## src/rtl/sram_write_drain.sv

```systemverilog
// Drains the CPU pixel-write FIFO into an asynchronous SRAM, interleaved with video reads
// that have bounded-burst priority. Define SRAM_DRAIN_WRITE_COUNT_EN to build write_count.
module sram_write_drain #(
  parameter int MAX_READ_BURST = 8
) (
  input  logic        clk,
  input  logic        reset_n,
  input  logic        fifo_empty,
  input  logic [16:0] fifo_addr,
  input  logic [7:0]  fifo_data,
  output logic        fifo_rd_en,
  input  logic        vid_req,
  input  logic [16:0] vid_addr,
  output logic        vid_grant,
  output logic [7:0]  vid_data,
  output logic        vid_valid,
  output logic [16:0] sram_addr,
  output logic [7:0]  sram_dq_out,
  output logic        sram_dq_oe,
  input  logic [7:0]  sram_dq_in,
  output logic        sram_ce_n,
  output logic        sram_oe_n,
  output logic        sram_we_n,
  output logic [15:0] write_count
);

  localparam logic [7:0] BURST_MAX = 8'(MAX_READ_BURST);

  typedef enum logic [2:0] {
    IDLE, ARM, POP, W_SETUP, W_PULSE, W_HOLD, R_ADDR, R_SAMPLE
  } state_t;

  state_t     state;
  state_t     next_state;
  logic [7:0] burst_cnt;
  logic       active;
  logic       read_sel;

  // active stays low while reset is held so no grant leaks out of the reset state.
  assign read_sel = vid_req && (fifo_empty || (burst_cnt < BURST_MAX));

  always_comb begin
    next_state = state;
    vid_grant  = 1'b0;
    case (state)
      IDLE: begin
        if (active && read_sel) begin
          vid_grant  = 1'b1;
          next_state = R_ADDR;
        end else if (active && !fifo_empty) begin
          next_state = ARM;
        end
      end
      ARM:      next_state = POP;
      POP:      next_state = W_SETUP;
      W_SETUP:  next_state = W_PULSE;
      W_PULSE:  next_state = W_HOLD;
      W_HOLD:   next_state = IDLE;
      R_ADDR:   next_state = R_SAMPLE;
      R_SAMPLE: next_state = IDLE;
      default:  next_state = IDLE;
    endcase
  end

  always_ff @(posedge clk or negedge reset_n) begin
    if (!reset_n) begin
      state     <= IDLE;
      active    <= 1'b0;
      burst_cnt <= '0;
    end else begin
      state  <= next_state;
      active <= 1'b1;
      if (state == W_HOLD || (state == IDLE && fifo_empty)) begin
        burst_cnt <= '0;
      end else if (vid_grant && burst_cnt < BURST_MAX) begin
        burst_cnt <= burst_cnt + 8'd1;
      end
    end
  end

  // Strobes are registered from next_state so the SRAM pins never glitch on decode.
  always_ff @(posedge clk or negedge reset_n) begin
    if (!reset_n) begin
      sram_ce_n  <= 1'b1;
      sram_oe_n  <= 1'b1;
      sram_we_n  <= 1'b1;
      sram_dq_oe <= 1'b0;
      fifo_rd_en <= 1'b0;
    end else begin
      sram_ce_n  <= !(next_state inside {W_SETUP, W_PULSE, W_HOLD, R_ADDR, R_SAMPLE});
      sram_oe_n  <= !(next_state inside {R_ADDR, R_SAMPLE});
      sram_we_n  <= (next_state != W_PULSE);
      sram_dq_oe <= (next_state inside {W_SETUP, W_PULSE, W_HOLD});
      fifo_rd_en <= (next_state == POP);
    end
  end

  always_ff @(posedge clk or negedge reset_n) begin
    if (!reset_n) begin
      sram_addr   <= '0;
      sram_dq_out <= '0;
      vid_data    <= '0;
      vid_valid   <= 1'b0;
    end else begin
      if (state == POP) begin
        sram_addr   <= fifo_addr;
        sram_dq_out <= fifo_data;
      end else if (vid_grant) begin
        sram_addr <= vid_addr;
      end
      vid_valid <= (state == R_SAMPLE);
      if (state == R_SAMPLE) begin
        vid_data <= sram_dq_in;
      end
    end
  end

`ifdef SRAM_DRAIN_WRITE_COUNT_EN
  logic [15:0] write_cnt;

  always_ff @(posedge clk or negedge reset_n) begin
    if (!reset_n) begin
      write_cnt <= '0;
    end else if (state == W_HOLD) begin
      write_cnt <= write_cnt + 16'd1;
    end
  end

  assign write_count = write_cnt;
`else
  assign write_count = '0;
`endif

endmodule

```

## config.mk

```make
export PLATFORM = sky130hd
export DESIGN_NAME = sram_write_drain
export DESIGN_NICKNAME = d
export VERILOG_FILES = /design/src/rtl/sram_write_drain.sv
export SDC_FILE = /design/constraint.sdc
export NUM_CORES = 1
export LEC_CHECK = 0
export ABC_CLOCK_PERIOD_IN_PS = 4140
export CORE_ASPECT_RATIO = 0.7
export CORE_UTILIZATION = 44
export DETAILED_ROUTE_END_ITERATION = 10
export PLACE_DENSITY = 0.83
export SYNTH_ARGS = -nofsm -noshare
export SYNTH_HDL_FRONTEND = slang
export SYNTH_SLANG_ARGS = --single-unit
export TNS_END_PERCENT = 100
```

## constraint.sdc

```tcl
create_clock -name clk -period 4.14 [get_ports clk]
set_clock_uncertainty 0.15 [all_clocks]
set_input_delay 0.828 -clock clk [delete_from_list [all_inputs] [get_ports clk]]
set_output_delay 0.828 -clock clk [all_outputs]
set_load 0.05 [all_outputs]
```

-- After elaboration in Yosys (flattened, before gate mapping)
Cells that the tools add are included.
- bits in registers: 51
- bits of input ports: 54
- output and inout bits: 56
- word-level logic and storage cells: 54
- add/sub/neg operators: 1
- $lt $le $gt $ge: 1
- eq/ne operators: 14
- multiplexer cells: 9
- reductions and logical operators: 17
- operator list (cell ; count):
    $mux W17 ; 2
    $eq A3 B3 Y1 const B ; 8
    $pmux W3 S7 ; 1
    $mux W8 ; 2
    $eq A3 B2 Y1 const B ; 4
    $add A8 B1 Y8 const B ; 1
    $lt A8 B4 Y1 const B ; 1
    $mux W3 ; 2
    $reduce_bool A2 Y1 ; 3
    $logic_and A1 B1 Y1 ; 5
    $reduce_bool A5 Y1 ; 1
    $eq A3 B1 Y1 const B ; 1
    $logic_not A1 Y1 ; 3
    $logic_not A3 Y1 ; 1
    $ne A3 B3 Y1 const B ; 1
    $reduce_bool A3 Y1 ; 1
    $logic_or A1 B1 Y1 ; 2
    $mux W1 ; 2
    $reduce_or A2 Y1 ; 1

-- Depth between registers and ports, before layout
- word-level depth: 9
- gate-level depth with buffers: 6
- depth with buffers taken out: 4

-- Worst setup path before layout
OpenSTA, ideal clock, no wires.
- path type: input port to output port
- from: input port vid_req
- to: output port vid_grant
- data arrival time: 1.517 ns
- required time: 3.162 ns
- path slack: 1.645 ns
- stages on the path: 4
- path buffers: 2
- cell sequence: nor4bb_1 -> and3_1 -> buf_6 -> buf_8
- cells in the longest elaborated chain, start to end: 4
- ends and longest elaborated chain (item ; RTL line ; source):
    start: declaration ; 12 ; input logic vid_req,
    $logic_and A1 B1 Y1 ; 40 ; assign read_sel = vid_req && (fifo_empty || (burst_cnt < BURST_MAX));
    $logic_and A1 B1 Y1 ; 47 ; if (active && read_sel) begin
    $mux W1 ; 47 ;
    $mux W1 ; 45 ; case (state)
    end: declaration ; 14 ; output logic vid_grant,
No other way between the ends.

-- Final worst setup path
Same ends and word-level chain as after synthesis.

==> results.json <==
{
  "p_int_mw": 1.43,
  "max_stage_delay_ns": 0.55,
  "wl_per_cell_um": 15.2,
  "track_usage_pct": 18.8,
  "hp-class": "register to register",
  "clk_pin_slew_ns": 0.09,
  "nets": 326,
  "synth_common_cells": "48 x dfrtp_1, 17 x a221o_1, 16 x buf_4, 12 x mux2_2, 11 x and3_1",
  "clock-sinks": 51,
  "relSlewSlack_pct": 44.1,
  "htree_levels": 2,
  "startpoint_type": "primary input",
  "cts_resized": 0,
  "p_switching_mw": 1.32,
  "pin_count": 110,
  "insertion_delay_ns": 0.30,
  "endpoint_kind": "output port",
  "sw_frac_of_total_pct": 48.1,
  "die_h_um": 62.5,
  "rr_endpoint": "sram_addr[0]$_DFFE_PN0P_",
  "r2r_slack_ns": 1.89,
  "clk_path_buf_depth": 2,
  "leakage_nw": 1.46,
  "overflow": 0,
  "ys_types": 42,
  "holdWs_ns": 0.350,
  "final-max-slew-violation-count": 0,
  "cp_max_fo": 5,
  "routed_wl_um": 5190,
  "cts_hold_buf": 0,
  "synthToLayoutAreaGrowth_pct": 41.4,
  "synth.area.top_cells": "dfrtp_1 52%, a221o_1 7.4%, mux2_2 5.9%",
  "max_clock_freq_mhz": 322,
  "timing.final.ws_setup_ns": 1.03,
  "grt_setup_unrepaired": "no",
  "status": "finished, final reports clean",
  "antenna_found_initial": 0,
  "synthFlopType": "dfrtp_1",
  "required_ns": 3.16,
  "hold_path_depth": 1,
  "yosysWarningCount": 0,
  "cts_root_buf": "clkbuf_8",
  "cts_buffers": 5,
  "ys_ff_latch": 51,
  "synth.avg_cell_area_um2": 12.8,
  "min_from": "sram_dq_out[6]$_DFFE_PN0P_",
  "port_buffers": 93,
  "path_cells": "clkdlybuf4s50_1 > nor4bb_1 > and3_1 > buf_12",
  "postCtsSetupRepairBufs": 0,
  "ant_nets": 0,
  "gp_congestion": 0.855,
  "viasPerCell": 5.07,
  "combPwrFrac_pct": 57.9,
  "place_area_mm2": 0.00317,
  "hold_viol_final": 0,
  "grt_max_degree": 31,
  "worstHoldEndpoint": "sram_dq_out[6]$_DFFE_PN0P_",
  "yosys.area.top_type": "dfrtp_1",
  "irDropWorstVdd_mv": 0.531,
  "yosys.cell_count.top_type": "dfrtp_1",
  "die-area_mm2": 0.00552,
  "ff2ff_path_depth": 3,
  "cp_num_buf_inv": 2,
  "cts_tree": "yes",
  "fin_tns_setup_ns": 0,
  "postLayoutCoreUtil_pct": 66.5,
  "vias": 1728,
  "synth_top_area_share_pct": 52.3,
  "stdcell_area_mm2": 0.00325,
  "timing.rr.start": "state[1]$_DFF_PN0_",
  "cpLargestDelayFamily": "buffers and inverters",
  "final_layout_size_suffix_gt1_share_pct": 13.6,
  "seq_power_share_pct": 31.9,
  "die_w_um": 88.4,
  "synthCells": 180,
  "fillCellCount": 395,
  "critical_path_class": "primary input to output port",
  "power.clock.fraction_pct": 10.2,
  "grt_pass1_wl_um": 7940,
  "layout_worst_path_cycle_share_pct": 75.1,
  "hpwl_um": 3710,
  "maxCapViolCount": 0,
  "setup-violations-final": 0,
  "post-route-drc-count": 0,
  "initial_core_util_pct": 47.0,
  "pre_cts_slack_ns": 1.05,
  "syn_area_mm2": 0.00230,
  "dr.first_iter.drc_count": 92,
  "fin_crit_ns": 3.11,
  "row_count": 21,
  "critPathArrivalTime_ns": 2.13,
  "worst_slew_pin_slew_ns": 0.839,
  "grt_pass1_vias": 1611,
  "diodes": 0,
  "core_mm2": 0.00489,
  "drtPass1Iterations": 4,
  "ys_seq_area_share_pct": 55.7,
  "synth_edf_count": 0,
  "async_reset_ff_share_pct": 100,
  "slowest_stage": "clkdlybuf4s50_1",
  "cellPowerDensity_mw_per_mm2": 847
}
## cell families after synthesis
kind of cell    Yosys count  share of synthesized area (%)
flops                    51                           55.7
simple gates             45                           12.0
buf+inv                  32                           11.0
compound gates           31                           11.8
mux                      17                           8.27
other cells               2                          0.327
fa+ha+maj                 1                          0.544
xor+xnor                  1                          0.381
## metrics by stage
step	cells	total power, mW
5_1_grt	341	2.88
6_report	341	2.75
3_3_place_gp	333	2.45
3_5_place_dp	333	2.48
4_1_cts	341	2.76
2_1_floorplan	195	2.01
## worst reg2reg max path: cells and delay by family, from the launching register on
family             cells  cell delay (ns)
AOI/OAI and AO/OA      3             1.08
DFF                    1             0.90
## cell type report
class	count	area [um^2]	area share (%)
Tap cell	69	86.3	2.66
Sequential cell	51	1280	39.4
Inverter	5	18.8	0.577
Clock inverter	2	12.5	0.385
Clock buffer	6	72.6	2.23
Multi-Input combinational cell	112	822	25.3
Timing Repair Buffer	96	958	29.5
## power by group through the flow
stage	Combinational (mW)	Clock (mW)	Sequential, mW
finish	1.59	0.280	0.879
global route	1.67	0.313	0.902
CTS	1.60	0.288	0.876
detailed placement	1.59	0	0.885
global placement	1.57	0	0.874
floorplan	0.545	0	1.47
## state kept, by name, indices dropped and copies added, names as in the netlist
register and cells:
active 1, burst_cnt 8, fifo_rd_en 1, sram_addr 17, sram_ce_n 1, sram_dq_oe 1
sram_dq_out 8, sram_oe_n 1, sram_we_n 1, state 3, vid_data 8, vid_valid 1
## cell usage in the layout, fill, tap and decap left out, types with 4 or more instances in the layout
cell type and n:
nand2_1 4, dfrtp_1 48, conb_1 17, mux2_1 4, clkdlybuf4s50_1 91, and3_2 7
nand3_1 4, and3_1 11, a221o_1 17, mux2_2 12, inv_1 5, nor2_1 8
clkbuf_8 5
## metal layers
layer / share of wire [%] / track usage, % / wire length (um) / vias to the layer above
met5: 0 / 0 / 0 / -
met4: 1.4 / 3.23 / 73 / 0
met3: 8.7 / 5.81 / 451 / 12
met2: 45 / 28.8 / 2330 / 82
met1: 45 / 26.6 / 2340 / 833
li1: - / - / - / 801
## worst max path at each step
stage          startpoint        end  slack (ns)  depth (start not counted)
3_3_place_gp      vid_req  vid_grant        1.11                          4
5_1_grt           vid_req  vid_grant        0.95                          4
4_1_cts           vid_req  vid_grant        1.05                          4
2_1_floorplan     vid_req  vid_grant        1.65                          4
6_report          vid_req  vid_grant        1.03                          4
3_5_place_dp      vid_req  vid_grant        1.05                          4
(Power assumes the default switching activity.)
